`config.mk`:
```
export PLATFORM = sky130hd
export DESIGN_NAME = seg_scan_driver
export DESIGN_NICKNAME = d
export VERILOG_FILES = /design/src/rtl/seg_scan_driver.sv
export SDC_FILE = /design/constraint.sdc
export NUM_CORES = 1
export LEC_CHECK = 0
export ABC_AREA = 0
export CORE_UTILIZATION = 45
export CTS_BUF_LIST = sky130_fd_sc_hd__clkbuf_4 sky130_fd_sc_hd__clkbuf_8
export CTS_CLUSTER_SIZE = 10
export DETAILED_ROUTE_END_ITERATION = 10
export PLACE_DENSITY = 0.67
export REMOVE_ABC_BUFFERS = 1
export SLEW_MARGIN = 20
export SYNTH_ARGS = -nofsm -noshare
export SYNTH_HDL_FRONTEND = slang
export SYNTH_SLANG_ARGS = --single-unit
export TNS_END_PERCENT = 10
```
`constraint.sdc`:
```
create_clock -name CCLK -period 4.15 [get_ports CCLK]
set_input_delay 0.83 -clock CCLK [delete_from_list [all_inputs] [get_ports CCLK]]
set_output_delay 0.83 -clock CCLK [all_outputs]
set_load 0.05 [all_outputs]
```
`src/rtl/seg_scan_driver.sv`:
```
// seg_scan_driver: 8-digit multiplexed seven-segment display driver.
// Captures a 32-bit hex word and an 8-bit decimal-point mask on `load` into a
// shadow register. It then scans one digit per SCAN_DIV cycles onto the shared
// active-low digit/segment pins. All pins are registered.
//
// Optional feature: define SEG_LZ_BLANK_EN to blank leading zero digits.
// Digit 0 is never blanked. A blanked digit whose dot bit is set shows the dp only.
//
// Handshake: none. `load` is a level-sampled strobe with no back-pressure.
// While `load` is high, the inputs are recaptured on every edge. `rst` overrides `load`.
module seg_scan_driver #(
  parameter logic [15:0] SCAN_DIV = 16'd50000
) (
  input  logic        CCLK,
  input  logic        rst,
  input  logic        load,
  input  logic [31:0] data,
  input  logic [7:0]  dot_en,
  output logic [7:0]  digit,
  output logic [7:0]  segment,
  output logic        scan_tick
);

  logic [15:0] pcnt_q,    pcnt_d;
  logic [2:0]  idx_q,     idx_d;
  logic [31:0] shadow_q,  shadow_d;
  logic [7:0]  dots_q,    dots_d;
  logic [7:0]  digit_q,   digit_d;
  logic [7:0]  segment_q, segment_d;
  logic        tick_q,    tick_d;

  logic        tc;
  logic [3:0]  nibble;
  logic        dot_bit;
  logic [31:0] upper;

  // Active-low glyph for one hex nibble, with the dp bit (7) off.
  function automatic logic [7:0] hex7(input logic [3:0] n);
    logic [7:0] g;
    case (n)
      4'h0: g = 8'hC0;
      4'h1: g = 8'hF9;
      4'h2: g = 8'hA4;
      4'h3: g = 8'hB0;
      4'h4: g = 8'h99;
      4'h5: g = 8'h92;
      4'h6: g = 8'h82;
      4'h7: g = 8'hF8;
      4'h8: g = 8'h80;
      4'h9: g = 8'h90;
      4'hA: g = 8'h88;
      4'hB: g = 8'h83;
      4'hC: g = 8'hC6;
      4'hD: g = 8'hA1;
      4'hE: g = 8'h86;
      default: g = 8'h8E;
    endcase
    return g;
  endfunction

  // Select the nibble and dot for the digit index. The word is shifted down so
  // that nibble idx lands in bits [3:0], and nibbles idx..7 form `upper`.
  always_comb begin
    upper   = shadow_q >> {idx_q, 2'b00};
    nibble  = upper[3:0];
    dot_bit = dots_q[idx_q];
    tc      = (pcnt_q == SCAN_DIV - 16'd1);
  end

  // Next-state logic for the prescaler, ring index, shadow and output pins.
  always_comb begin
    pcnt_d    = pcnt_q + 16'd1;
    idx_d     = idx_q;
    shadow_d  = shadow_q;
    dots_d    = dots_q;
    digit_d   = digit_q;
    segment_d = segment_q;
    tick_d    = 1'b0;

    if (load) begin
      shadow_d = data;
      dots_d   = dot_en;
    end

    // The decode reads shadow_q, so a load on a TC edge only shows at a later TC.
    if (tc) begin
      pcnt_d    = 16'd0;
      idx_d     = idx_q + 3'd1;
      tick_d    = 1'b1;
      digit_d   = ~(8'b1 << idx_q);
      segment_d = {~dot_bit, hex7(nibble)[6:0]};
`ifdef SEG_LZ_BLANK_EN
      if ((idx_q != 3'd0) && (upper == 32'd0)) begin
        if (dot_bit) begin
          segment_d = 8'h7F;
        end else begin
          segment_d = 8'hFF;
          digit_d   = 8'hFF;
        end
      end
`endif
    end
  end

  // State register. Reset darkens the display, clears the shadow and restarts the scan.
  always_ff @(posedge CCLK) begin
    if (rst) begin
      pcnt_q    <= 16'd0;
      idx_q     <= 3'd0;
      shadow_q  <= 32'd0;
      dots_q    <= 8'd0;
      digit_q   <= 8'hFF;
      segment_q <= 8'hFF;
      tick_q    <= 1'b0;
    end else begin
      pcnt_q    <= pcnt_d;
      idx_q     <= idx_d;
      shadow_q  <= shadow_d;
      dots_q    <= dots_d;
      digit_q   <= digit_d;
      segment_q <= segment_d;
      tick_q    <= tick_d;
    end
  end

  assign digit     = digit_q;
  assign segment   = segment_q;
  assign scan_tick = tick_q;

endmodule

```
After elaboration in Yosys (flattened, before gate mapping)
Memories as Yosys holds them, arrays and structs flattened. A register that Yosys moved wholly into a read port is not among the register bits.
Cells that the tools add are included.
- register bits after elaboration: 76
- memories kept: 1
- latch bits: 0
- word-level logic and storage cells: 20
- bits in writable memories: 0
- memory bits (read-only): 112
- memories (memory ; depth ; width ; read ports ; clocked after memory_dff ; write ports ; line ; text):
    (name not given) ; 16 ; 7 ; 1 ; 1 ; 0 ; 40 ; case (n)
- shifts and indexed selects: 2
- multiply operators: 0
- add/sub/neg operators: 2
- magnitude comparators: 1
- mux-type cells: 3
- reductions and logical operators: 1
- eq/ne operators: 1
- div/mod/pow operators: 0
- bitwise gates (word level): 2
- operators by type and width (cell ; number):
    32-bit by 5-bit >> shifter with 4-bit output ; 1
    16-bit by 1-bit adder with 16-bit output, second input constant ; 1
    16-bit equality test, second input constant ; 1
    8-bit NOT ; 1
    1-bit by 3-bit << shifter with 8-bit output, first input constant ; 1
    3-bit by 4-bit < comparator with 1-bit output, second input constant ; 1
    3-bit by 1-bit adder with 3-bit output, second input constant ; 1
    1-bit binary-select mux with 3-bit select ; 1
    1-bit two-way mux ; 2
    2-bit OR reduction ; 1
    1-bit NOT ; 1

Longest topological paths before layout
- word-level depth: 3
- mapped depth: 9
- mapped depth without buffers: 8

Worst setup path before layout
OpenSTA, ideal clock, no wires.
- path kind: register to register
- start point: register idx_q[0]
- end point: register segment_q[4] (netlist: segment[4])
- setup slack: 1.811 ns
- period minus slack after synthesis: 2.339 ns
- arrival: 2.217 ns
- stages on the path, launching flop included: 9
- path through: dfxtp_1 buf_6 mux4_2 mux2i_2 inv_1 ha_1 nand3b_1 o21ai_1 o32a_1
- longest elaborated chain between the ends: 1
- ends and longest elaborated chain (element ; line ; text):
    from (decl) ; 25 ; logic [2:0] idx_q, idx_d;
    from (signal assigned) ; 117 ; idx_q <= idx_d;
    32-bit by 5-bit >> shifter with 4-bit output ; 64 ; upper = shadow_q >> {idx_q, 2'b00};
    to (decl) ; 29 ; logic [7:0] segment_q, segment_d;
No other way between the ends.
A chain may end at the register's enable or synchronous reset.

Final worst setup path
- start point: register idx_q[0]
- end point: register segment_q[3] (netlist: segment[3])
The elaborated chain is that of the path after synthesis.

==> run metrics <==
nature of the critical path endpoint=register; Worst Setup Slack, final=1221 ps; Chip Width=88.74 um; share of the synthesized area in the top cell type=0.4494; worst hold path type=register to register; pre-CTS WS=1264 ps; Power Dens Cells=383.6 nW/um^2; outcome=finished clean; root buffer cell=clkbuf_8; Synth-to-Final Area Change=25.79%; DP HPWL=4490 um; Initial Util=0.4668; mean routed wirelength per cell=13.53 um; Clock H-tree levels=3; cts hold-fix bufs=0; clock-pin slew on the worst setup and hold paths=80 ps; Max IR drop VDD=0.0002616 V; ys flop type=dfxtp_1; floorplan row count=31; Post-route DRC=0; Core Area=7253 sq um; max-slew violations=0; fin crit share=0.7059; first-pass GRT wire length=10,640 um; crit-path max cell delay=870 ps; Synth Area per Inst=10.42 sq um; ys async rst share=0; Clk Latency, worst-skew pair=340 ps; Via Count=2,416; Crit-path slowest cell=dfxtp_1; I/O pin total=60; cell taking the most area after synthesis=dfxtp_1; nets@finish=433; final worst clock skew=9.774 ps; final instance area=4259 sq um; Max Cap Viol=0; Distinct cells, synth=46; Seq/Total Area, Yosys=0.4494; port bufs=59; crit-path cells=mux4_2, mux2i_2, inv_1, ha_1, mux2_1, nor3_1, a311oi_1; WHS=451.4 ps; Area contributors post-synth=dfxtp_1 45%, mux2i_1 13%, nor2_1 7.9%; top-count cell post-synth=dfxtp_1; fin util=0.5872; worst setup path class=register to register; Yosys reg bits=76; Placed Instance Area=3988 sq um; worst-margin pin slew=842.2 ps; Post-synth EDFFs=0; Worst EP required=4350 ps; clk buf depth=2; fraction of layout cells with a size suffix above 1=0.09424; synthesized area=3386 sq um; CP Launch Type=register; Setup TNS Final=0 ps; post-DR vias/cell=5.023; DP Cell Count=465; RD Place Congestion=0.7888; vias in the first global route=2,229; most frequent cells after synthesis=76 x dfxtp_1, 71 x nor2_1, 44 x mux2i_1, 13 x ha_1, 9 x nand2_1; n_diodes=0; Post-Layout Cell Count=481; synth warn=0; Mapped Cells=325; post-route ant nets=0; final WL=6509 um; die height=88.74 um; RSZ-0062 raised after global routing=no; Fmax achieved=0.3414 GHz; die area=7875 sq um; initial DRC count=81; crit path max fanout=14; Final Hold Viols=0; post-route minimum period=2930 ps; Final Setup Violations=0; Power, Total=1.634 mW; CTS tree=built; Arr. time, crit path=3130 ps; GR Overflow Total=0; antenna violations before repair=0; drt first pass iters=4; relative slew slack=0.4377; Num CTS Buffers=9; CTS resizes=0; Tot GR Track Use=0.1799; clk sinks=76; # Post-CTS Setup Buffers=0; leak pwr=1.736 nW; largest net degree at the start of global routing=44
## cell type report
type,count,area (sq um)
tap,99,123.9
inverter,10,37.54
clock inverter,3,90.09
fill,638,2994
timing repair buffer,60,595.6
multi-input combinational,220,1712
sequential,76,1521
clock buffer,13,178.9
## worst paths after layout
path,to,cells after the start,slack [ps],start
min reg2reg,pcnt_q[0]$_SDFF_PP0_,1,450,pcnt_q[0]$_SDFF_PP0_
max reg2reg,segment[3]$_SDFFE_PP1P_,7,1220,idx_q[0]$_SDFFE_PP0P_
min,pcnt_q[0]$_SDFF_PP0_,1,450,pcnt_q[0]$_SDFF_PP0_
max,segment[3]$_SDFFE_PP1P_,7,1220,idx_q[0]$_SDFFE_PP0P_
## metal layers
layer | vias up | GRT usage | wire [um] | share of wire
li1 | 1227 | - | - | -
met1 | 1138 | 0.2586 | 3408 | 0.52
met2 | 44 | 0.2629 | 2825 | 0.43
met3 | 7 | 0.02612 | 207 | 0.032
met4 | 0 | 0.09091 | 68 | 0.010
met5 | - | 0 | 0 | 0
## kinds of logic after synthesis
logic type | after synthesis | share of synthesized area
simple gates | 108 | 0.1478
buf+inv | 29 | 0.04508
xor+xnor | 15 | 0.03880
fa+ha+maj | 13 | 0.04804
flops | 76 | 0.4494
compound gates | 26 | 0.05137
mux | 58 | 0.2195
## power breakdown
group	total [mW]	leakage [nW]	switching [mW]	internal, mW
Combinational	0.137	0.978	0.0594	0.0772
Clock	0.730	0.136	0.264	0.466
Sequential	0.768	0.622	0.0135	0.754
Total	1.63	1.74	0.337	1.30
## registers in the layout, indices dropped and copies added, names as in the netlist
name	count
idx_q	3
scan_tick	1
shadow_q	32
segment	8
digit	8
dots_q	8
pcnt_q	16
## worst max-delay path, delay by kind of cell (launching register included)
kind,cells,cell delay [ps]
buffers and inverters,1,120
AOI/OAI and AO/OA,1,70
muxes,3,1310
and+or+nand+nor,1,160
DFF,1,870
adders and majority gates,1,250
## placed cells by master (no fill, tap or decap), types with 7 or more instances in the layout
cell,count
dfxtp_1,76
a21oi_1,8
xnor2_1,8
inv_1,8
mux2i_1,44
clkbuf_8,13
ha_1,13
mux4_2,8
nand2_1,9
xor2_1,7
clkdlybuf4s50_1,58
nor2_1,71
(Power assumes the default switching activity.)
